`src/rtl/bcd_seg_scan_pkg.sv`:
```
// Shared definitions for the BCD score display scanner: segment codes,
// slot encodings and scan FSM state encodings.
package bcd_seg_scan_pkg;

  // Active-low segment codes, bit order {g,f,e,d,c,b,a}
  localparam logic [6:0] SEG_0    = 7'h40;
  localparam logic [6:0] SEG_1    = 7'h79;
  localparam logic [6:0] SEG_2    = 7'h24;
  localparam logic [6:0] SEG_3    = 7'h30;
  localparam logic [6:0] SEG_4    = 7'h19;
  localparam logic [6:0] SEG_5    = 7'h12;
  localparam logic [6:0] SEG_6    = 7'h02;
  localparam logic [6:0] SEG_7    = 7'h78;
  localparam logic [6:0] SEG_8    = 7'h00;
  localparam logic [6:0] SEG_9    = 7'h10;
  localparam logic [6:0] SEG_DASH = 7'h3F;
  localparam logic [6:0] SEG_OFF  = 7'h7F;

  // Digit slot encodings; slot index also selects the anode bit
  localparam logic [1:0] SLOT_ONES     = 2'd0;
  localparam logic [1:0] SLOT_TENS     = 2'd1;
  localparam logic [1:0] SLOT_HUNDREDS = 2'd2;

  // Scan FSM state encodings
  localparam logic [0:0] ST_SHOW  = 1'b0;
  localparam logic [0:0] ST_GUARD = 1'b1;

  localparam logic [3:0] AN_OFF = 4'hF;

endpackage

```
`src/rtl/bcd_seg_scan_bcd_to_seg.sv`:
```
// Combinational BCD to active-low 7-segment decoder; non-BCD codes show a dash.
module bcd_to_seg
  import bcd_seg_scan_pkg::*;
(
  input  logic [3:0] bcd,
  output logic [6:0] seg
);

  // Table lookup of the segment pattern for one digit
  always_comb begin
    seg = SEG_DASH;
    case (bcd)
      4'd0:    seg = SEG_0;
      4'd1:    seg = SEG_1;
      4'd2:    seg = SEG_2;
      4'd3:    seg = SEG_3;
      4'd4:    seg = SEG_4;
      4'd5:    seg = SEG_5;
      4'd6:    seg = SEG_6;
      4'd7:    seg = SEG_7;
      4'd8:    seg = SEG_8;
      4'd9:    seg = SEG_9;
      default: seg = SEG_DASH;
    endcase
  end

endmodule

```
`src/rtl/bcd_seg_scan.sv`:
```
// Three-digit multiplexed driver for a common-anode 7-segment display with
// frame-synchronous digit capture, leading-zero blanking and a dark guard
// interval between digit slots.
module bcd_seg_scan
  import bcd_seg_scan_pkg::*;
#(
  parameter int REFRESH_DIV = 100000,
  parameter int CNT_W       = 17,
  parameter int GUARD_CYC   = 4,
  parameter int LZ_BLANK    = 1
) (
  input  logic       clk,
  input  logic       reset,
  input  logic [3:0] hundreds,
  input  logic [3:0] tens,
  input  logic [3:0] ones,
  input  logic       blank,
  output logic [6:0] seg,
  output logic       dp,
  output logic [3:0] an
);

  localparam int GW = (GUARD_CYC > 1) ? $clog2(GUARD_CYC) : 1;
  localparam logic [CNT_W-1:0] CNT_MAX = CNT_W'(REFRESH_DIV - 1);
  localparam logic [GW-1:0]    GC_LAST = GW'(GUARD_CYC - 1);

  logic [CNT_W-1:0] cnt;
  logic             tick;
  logic [1:0]       slot;
  logic [0:0]       state;
  logic [GW-1:0]    guard_cnt;
  logic [3:0]       sh_h, sh_t, sh_o;
  logic [3:0]       cur_digit;
  logic [6:0]       cur_seg;
  logic [3:0]       cur_an;
  logic             cur_blank;

  assign dp   = 1'b1;
  assign tick = (cnt == CNT_MAX);

  // Slot-rate prescaler
  always_ff @(posedge clk or posedge reset) begin
    if (reset)     cnt <= '0;
    else if (tick) cnt <= '0;
    else           cnt <= cnt + 1'b1;
  end

  // Slot rotation; digits are latched only when a new frame starts
  always_ff @(posedge clk or posedge reset) begin
    if (reset) begin
      slot <= SLOT_HUNDREDS;
      sh_h <= '0;
      sh_t <= '0;
      sh_o <= '0;
    end else if (tick) begin
      if (slot == SLOT_HUNDREDS || slot == 2'd3) begin
        slot <= SLOT_ONES;
        sh_h <= hundreds;
        sh_t <= tens;
        sh_o <= ones;
      end else begin
        slot <= slot + 2'd1;
      end
    end
  end

  // Select the captured digit, its anode and its leading-zero status
  always_comb begin
    cur_digit = sh_h;
    cur_an    = AN_OFF;
    cur_blank = 1'b0;
    case (slot)
      SLOT_ONES: begin
        cur_digit = sh_o;
        cur_an    = 4'b1110;
      end
      SLOT_TENS: begin
        cur_digit = sh_t;
        cur_an    = 4'b1101;
        cur_blank = (LZ_BLANK != 0) && (sh_h == 4'd0) && (sh_t == 4'd0);
      end
      SLOT_HUNDREDS: begin
        cur_digit = sh_h;
        cur_an    = 4'b1011;
        cur_blank = (LZ_BLANK != 0) && (sh_h == 4'd0);
      end
      default: begin
        cur_digit = sh_h;
        cur_an    = AN_OFF;
        cur_blank = 1'b1;
      end
    endcase
  end

  bcd_to_seg u_dec (
    .bcd (cur_digit),
    .seg (cur_seg)
  );

  // Scan FSM: dark guard after each slot change, then light the new slot.
  // The blank override sits last so it wins over any FSM output update.
  always_ff @(posedge clk or posedge reset) begin
    if (reset) begin
      state     <= ST_GUARD;
      guard_cnt <= '0;
      an        <= AN_OFF;
      seg       <= SEG_OFF;
    end else begin
      case (state)
        ST_SHOW: begin
          if (tick) begin
            state     <= ST_GUARD;
            guard_cnt <= '0;
            an        <= AN_OFF;
            seg       <= SEG_OFF;
          end
        end
        default: begin
          if (tick) begin
            guard_cnt <= '0;
            an        <= AN_OFF;
            seg       <= SEG_OFF;
          end else if (guard_cnt == GC_LAST) begin
            state <= ST_SHOW;
            if (cur_blank) begin
              an  <= AN_OFF;
              seg <= SEG_OFF;
            end else begin
              an  <= cur_an;
              seg <= cur_seg;
            end
          end else begin
            guard_cnt <= guard_cnt + 1'b1;
          end
        end
      endcase
      if (blank) begin
        an  <= AN_OFF;
        seg <= SEG_OFF;
      end
    end
  end

endmodule

```
`config.mk`:
```
export PLATFORM = sky130hd
export DESIGN_NAME = bcd_seg_scan
export DESIGN_NICKNAME = d
export VERILOG_FILES = /design/src/rtl/bcd_seg_scan_pkg.sv /design/src/rtl/bcd_seg_scan_bcd_to_seg.sv /design/src/rtl/bcd_seg_scan.sv
export SDC_FILE = /design/constraint.sdc
export NUM_CORES = 1
export LEC_CHECK = 0
export CORE_ASPECT_RATIO = 0.7
export CORE_MARGIN = 10
export CORE_UTILIZATION = 50
export DETAILED_ROUTE_END_ITERATION = 7
export HOLD_SLACK_MARGIN = 0.03
export PLACE_DENSITY = 0.79
export SLEW_MARGIN = 20
export SYNTH_ARGS = -nofsm -noshare
export SYNTH_HDL_FRONTEND = slang
export SYNTH_SLANG_ARGS = --single-unit
```
`constraint.sdc`:
```
create_clock -name clk -period 1.83 [get_ports clk]
set_input_delay 0.549 -clock clk [delete_from_list [all_inputs] [get_ports clk]]
set_output_delay 0.549 -clock clk [all_outputs]
set_load 0.03 [all_outputs]
```
Word-level counts from Yosys, hierarchy flattened:

Memory sizes are Yosys's and may differ from the RTL's.
Cells that the tools add are included.

* register bits: 45
* bits in read-only memories: 112
* output and inout port bits: 12
* logic and storage cells: 55
* memories kept: 1

* add/subtract/negate cells: 3
* eq/ne operators: 6
* multiplexer cells: 25
* reduce and logical (&&, ||, !) cells: 11

Memories
* (name not given): words 16, width 7, read ports 1, clocked after Yosys merged registers in 0, wr ports 0, RTL line bcd_seg_scan_bcd_to_seg.sv:12 `case (bcd)`

Operators with widths (count)
* $mux 7: 6
* $mux 4: 6
* $add 17x1->17 const B: 1
* $eq 17x17->1 const B: 1
* $mux 17: 1
* $mux 2: 5
* $pmux 3 s3: 1
* $logic_not 4->1: 2
* $pmux 4 s2: 1
* $eq 2x2->1 const B: 3
* $reduce_and 2->1: 3
* $reduce_bool 3->1: 2
* $add 2x1->2 const B: 2
* $mux 1: 4
* $pmux 1 s3: 1
* $eq 2x1->1 const B: 1
* $logic_not 2->1: 1
* $ne 2x2->1 const B: 1
* $reduce_bool 2->1: 1
* $logic_and 1x1->1: 1
* $logic_or 1x1->1: 1

Depth between registers and ports, before layout:

* depth after elaboration: 8
* gate-level depth with buffers: 8

By module:

Synthesis repeated with hierarchy kept, for this count alone.

* cell total of the unflattened synthesis: 215
* area, all modules: 2293.4 µm²

Modules (own cells, without submodules)
* bcd_seg_scan: times used 1, cells an instance 182, area each 2088.3 µm², seq. area each 1116.1 µm²
* bcd_to_seg: times used 1, cells an instance 33, area each 205.2 µm², seq. area each 0.0 µm²

Worst setup path after synthesis:

Ideal clock, no wire load.

* path kind: flip-flop to flip-flop
* start: reg slot[0]
* end: reg seg[3]
* library setup time: 77 ps
* data arrival time: 1756 ps
* path slack: -3 ps
* stages on the path, launching flop included: 8
* period minus slack after synthesis: 1833 ps
* cells stage by stage: dfrtp_1 buf_4 mux2_2 mux2i_1 ha_1 nor3_1 nor2_1 a31oi_1

* cells in the longest elaborated chain, start to end: 8

RTL lines
* start, declared: RTL line bcd_seg_scan.sv:29 `logic [1:0] slot;`
* start signal, assigned: RTL line bcd_seg_scan.sv:62 `slot <= slot + 2'd1;`
* $eq 2x1->1 or $logic_not 2->1 (tied branches): RTL line bcd_seg_scan.sv:72 `case (slot)`
* $pmux 4 s2: RTL line bcd_seg_scan.sv:72
* $mem_v2 16x7
* $mux 7 *: RTL line bcd_seg_scan.sv:125 `if (cur_blank) begin`
* $mux 7 *: RTL line bcd_seg_scan.sv:123 `end else if (guard_cnt == GC_LAST) begin`
* $mux 7 *: RTL line bcd_seg_scan.sv:119 `if (tick) begin`
* $mux 7 *: RTL line bcd_seg_scan.sv:109 `case (state)`
* $mux 7 *: RTL line bcd_seg_scan.sv:137 `if (blank) begin`
* end signal, assigned: RTL line bcd_seg_scan.sv:130 `seg <= cur_seg;`
* end, declared: RTL line bcd_seg_scan.sv:18 `output logic [6:0] seg,`

Every way passes the cells marked *; elsewhere a longest branch is shown, timed or not. The select of a mux whose other input is x is not followed.
A chain may end at the register's enable or synchronous reset.

Worst setup path after layout:

* start: reg an[1]
* end: out an[1]

RTL lines
* start, declared: RTL line bcd_seg_scan.sv:20 `output logic [3:0] an`
* start signal, assigned: RTL line bcd_seg_scan.sv:129 `an <= cur_an;`

No word-level cell between the ends.

==> impl_results.md <==
- Worst Hold Slack: 0.4852 ns
- Tot GR Track Use: about an eighth
- Detailed Route Iter0 Violations: 74
- Die area: 7543 um^2
- Hold crit path type: flop to flop
- DRT met1 WL: 2276 um
- Crit path arrival time: 1.24 ns
- Floorplan Core Area: roughly 4300 um^2
- Buffers on Ports: 24
- Largest net degree at the start of global routing: 45
- Pins Over Slew Limit: 0
- DR WL met3: 227 um
- Drt wl/cell: 14.51 um
- Pre-antenna DRT Iters: 4
- Area fraction of the dominant cell type after synthesis: 36.10%
- Max incr delay on CP: approximately 0.54 ns
- Yosys warnings: 0
- Pwr dens: 693.7 nW/um^2
- CTS root buf: clkbuf_8
- P_int: 1.459 mW
- Crit start category: flop
- CTS tree: done
- ANT cells: 0
- Sequential share of power: 53.9%
- I/O pin cnt: 27
- Share of cells above drive strength 1: 23.53%
- Reg clk slew, reported paths: 0.08 ns
- Top_reg_cell synth: dfrtp_1
- Top layer in use: met4
- Die height: 75.73 um
- Synth Instances: 203
- Clock Latency Late Sink: 0.30 ns
- Initial antenna violation count: 0
- Starting Density: 51.54%
- Gr ovfl total: 0
- Post-Syn Area per Cell: 10.93 um^2
- RSZ-0062 raised after global routing: true
- Crit path kind: flop to primary output
- Final hold vios: 0
- Area delta synth->final: 20.42%
- First-pass GRT wire length: 7196 um
- Crit path max-delay family: flip-flops
- Net Sw Power: 0.3937 mW
- Postcts setup bufs: 0
- Via count: 1554
- Most common cell after layout, fill and taps aside: dfrtp_1
- Post-synth EDFFs: 0
- Synth top area cells: dfrtp_1 (36%), dfstp_2 (14%), mux2_4 (6.8%)
- Max FO, Critical Path: 2
- Sink Count: between 40 and 50
- Asr flop ratio synth: 100.0%
- Mapped Area: 2218 um^2
- Crit share post-route: 97.67%
- Comb pwr share: under 10%
- Post-route ant nets: 0
- Final HPWL DP: approximately 3100 um
- Max-Cap Viols: 0
- Routed Wire Length: 4252 um
- Die width: around 100 um
- H-Tree Level Count: 2
- Final min period: roughly 1.8 ns
- Met2 wire length: 1668 um
- Vias per cell: about 5.3
- Status: finished clean
- CTS max path bufs: 2
- Skew final: 0.01042 ns
- Most frequent cells in the layout: dfrtp_1 (32), nor2_1 (23), nand2_1 (18)
- Leakage power: 1.158 nW
- Final setup violating endpoints: 0
- Num rows: 20
- Post-Route Utilization: 62.06%
- Data required time at the worst endpoint: between 1 and 1.5 ns
- Number of global-route vias before repair: approximately 1500
- Unique cell type count in the Yosys netlist: 43
- CP max stage cell: dfstp_2
- Buffers & Inverters on Critical Path: 1
- Cell taking the most area after synthesis: dfrtp_1
- DR DRC count: 0
- Layout net count: 257
- Register area share after synthesis: approximately half
- Peak VDD IR: 0.4054 mV
- Worst path cell trace: dlygate4sd2_1
- Num CTS Buffers: 5
- Crit path capture type: primary output
- Synthesis-stage register bit count: 44
- Fmax: 559.5 MHz
- Net Sw Frac: between 20% and 30%
- Gpl congestion: 0.8639
- Clock Power Share: 39.1%
==> synthesized netlist by cell type (all sizes together) (2+ instances only) <==
master / n
a21oi: 5
a31oi: 5
and2: 2
and4: 4
and4bb: 2
buf: 8
clkbuf: 2
dfrtp: 32
dfstp: 12
ha: 5
inv: 6
mux2: 14
mux2i: 5
nand2: 19
nand3: 7
nand4: 2
nor2: 23
nor2b: 2
nor3: 10
o21a: 2
o21ai: 8
o32ai: 2
or2: 2
xnor2: 10
xor2: 5
==> path summary, 6_finish.rpt <==
path	startpoint	end	slack [ns]	cells past startpoint
setup / recovery	an[1]	an[1]	0.04	1
hold / removal	cnt[0]	cnt[0]	0.49	1
setup reg to reg	cnt[0]	sh_h[1]	0.06	5
hold reg to reg	cnt[0]	cnt[0]	0.49	1
max in group asynchronous	reset	slot[1]	0.95	3
min in group asynchronous	reset	sh_h[1]	0.61	3
==> registers in the layout, summed over array words and instances, names as in the netlist <==
signal,count
guard_cnt,2
sh_o,4
sh_t,4
sh_h,4
seg,7
an,3
slot,2
state,1
cnt,17
==> repair_timing <==
item,in CTS,in global routing
endpoints found under the hold margin,0,0
endpoints found under the setup margin,14,21
gates cloned,0,0
gates resized for setup,11,6
hold buffers,0,0
==> layer usage <==
layer	GRT usage, %	vias to the layer above
li1	-	762
met2	15.63	45
met4	5.230	0
met5	0	-
met1	17.38	741
met3	2.899	6
==> kinds of logic (layout without fill, tap and decap cells) <==
family,Yosys count,after routing,synth area share (%)
AO/OA/AOI/OAI,25,25,7.050
other,1,2,0.1690
buffers and inverters,16,50,4.511
multiplexers,19,19,11.05
adder cells (fa/ha/maj),5,5,2.820
flip-flops,44,44,50.31
AND/OR/NAND/NOR,78,78,18.16
XOR/XNOR,15,15,5.922
==> power groups by stage <==
stage	Clock (mW)	Combinational [mW]	Sequential, mW
global placement	0	0.125	1.02
detailed placement	0	0.128	1.02
finish	0.725	0.130	0.998
CTS	0.747	0.130	0.997
global route	0.777	0.143	1.00
floorplan	0	0.0777	1.01
==> final cells by class <==
cell class / instances / area (um^2)
timing repair buffer: 36 / 330.3
clock inverter: 2 / 35.03
tap: 55 / 68.82
sequential: 44 / 1116
clock buffer: 6 / 72.57
fill: 350 / 1633
multi-input combinational: 144 / 1026
inverter: 6 / 22.52
==> stage by stage <==
step	instance area [um^2]	worst slack, ns	TNS, ns	power [mW]	cells
floorplan	2226	0.04724	0	1.089	204
global placement	2560	0.06452	0	1.140	285
detailed placement	2560	-0.03116	-0.03116	1.143	285
CTS	2658	0.01868	0	1.874	293
global route	2671	-0.02575	-0.1993	1.920	293
finish	2671	0.04257	0	1.853	293
(Power assumes the default switching activity.)
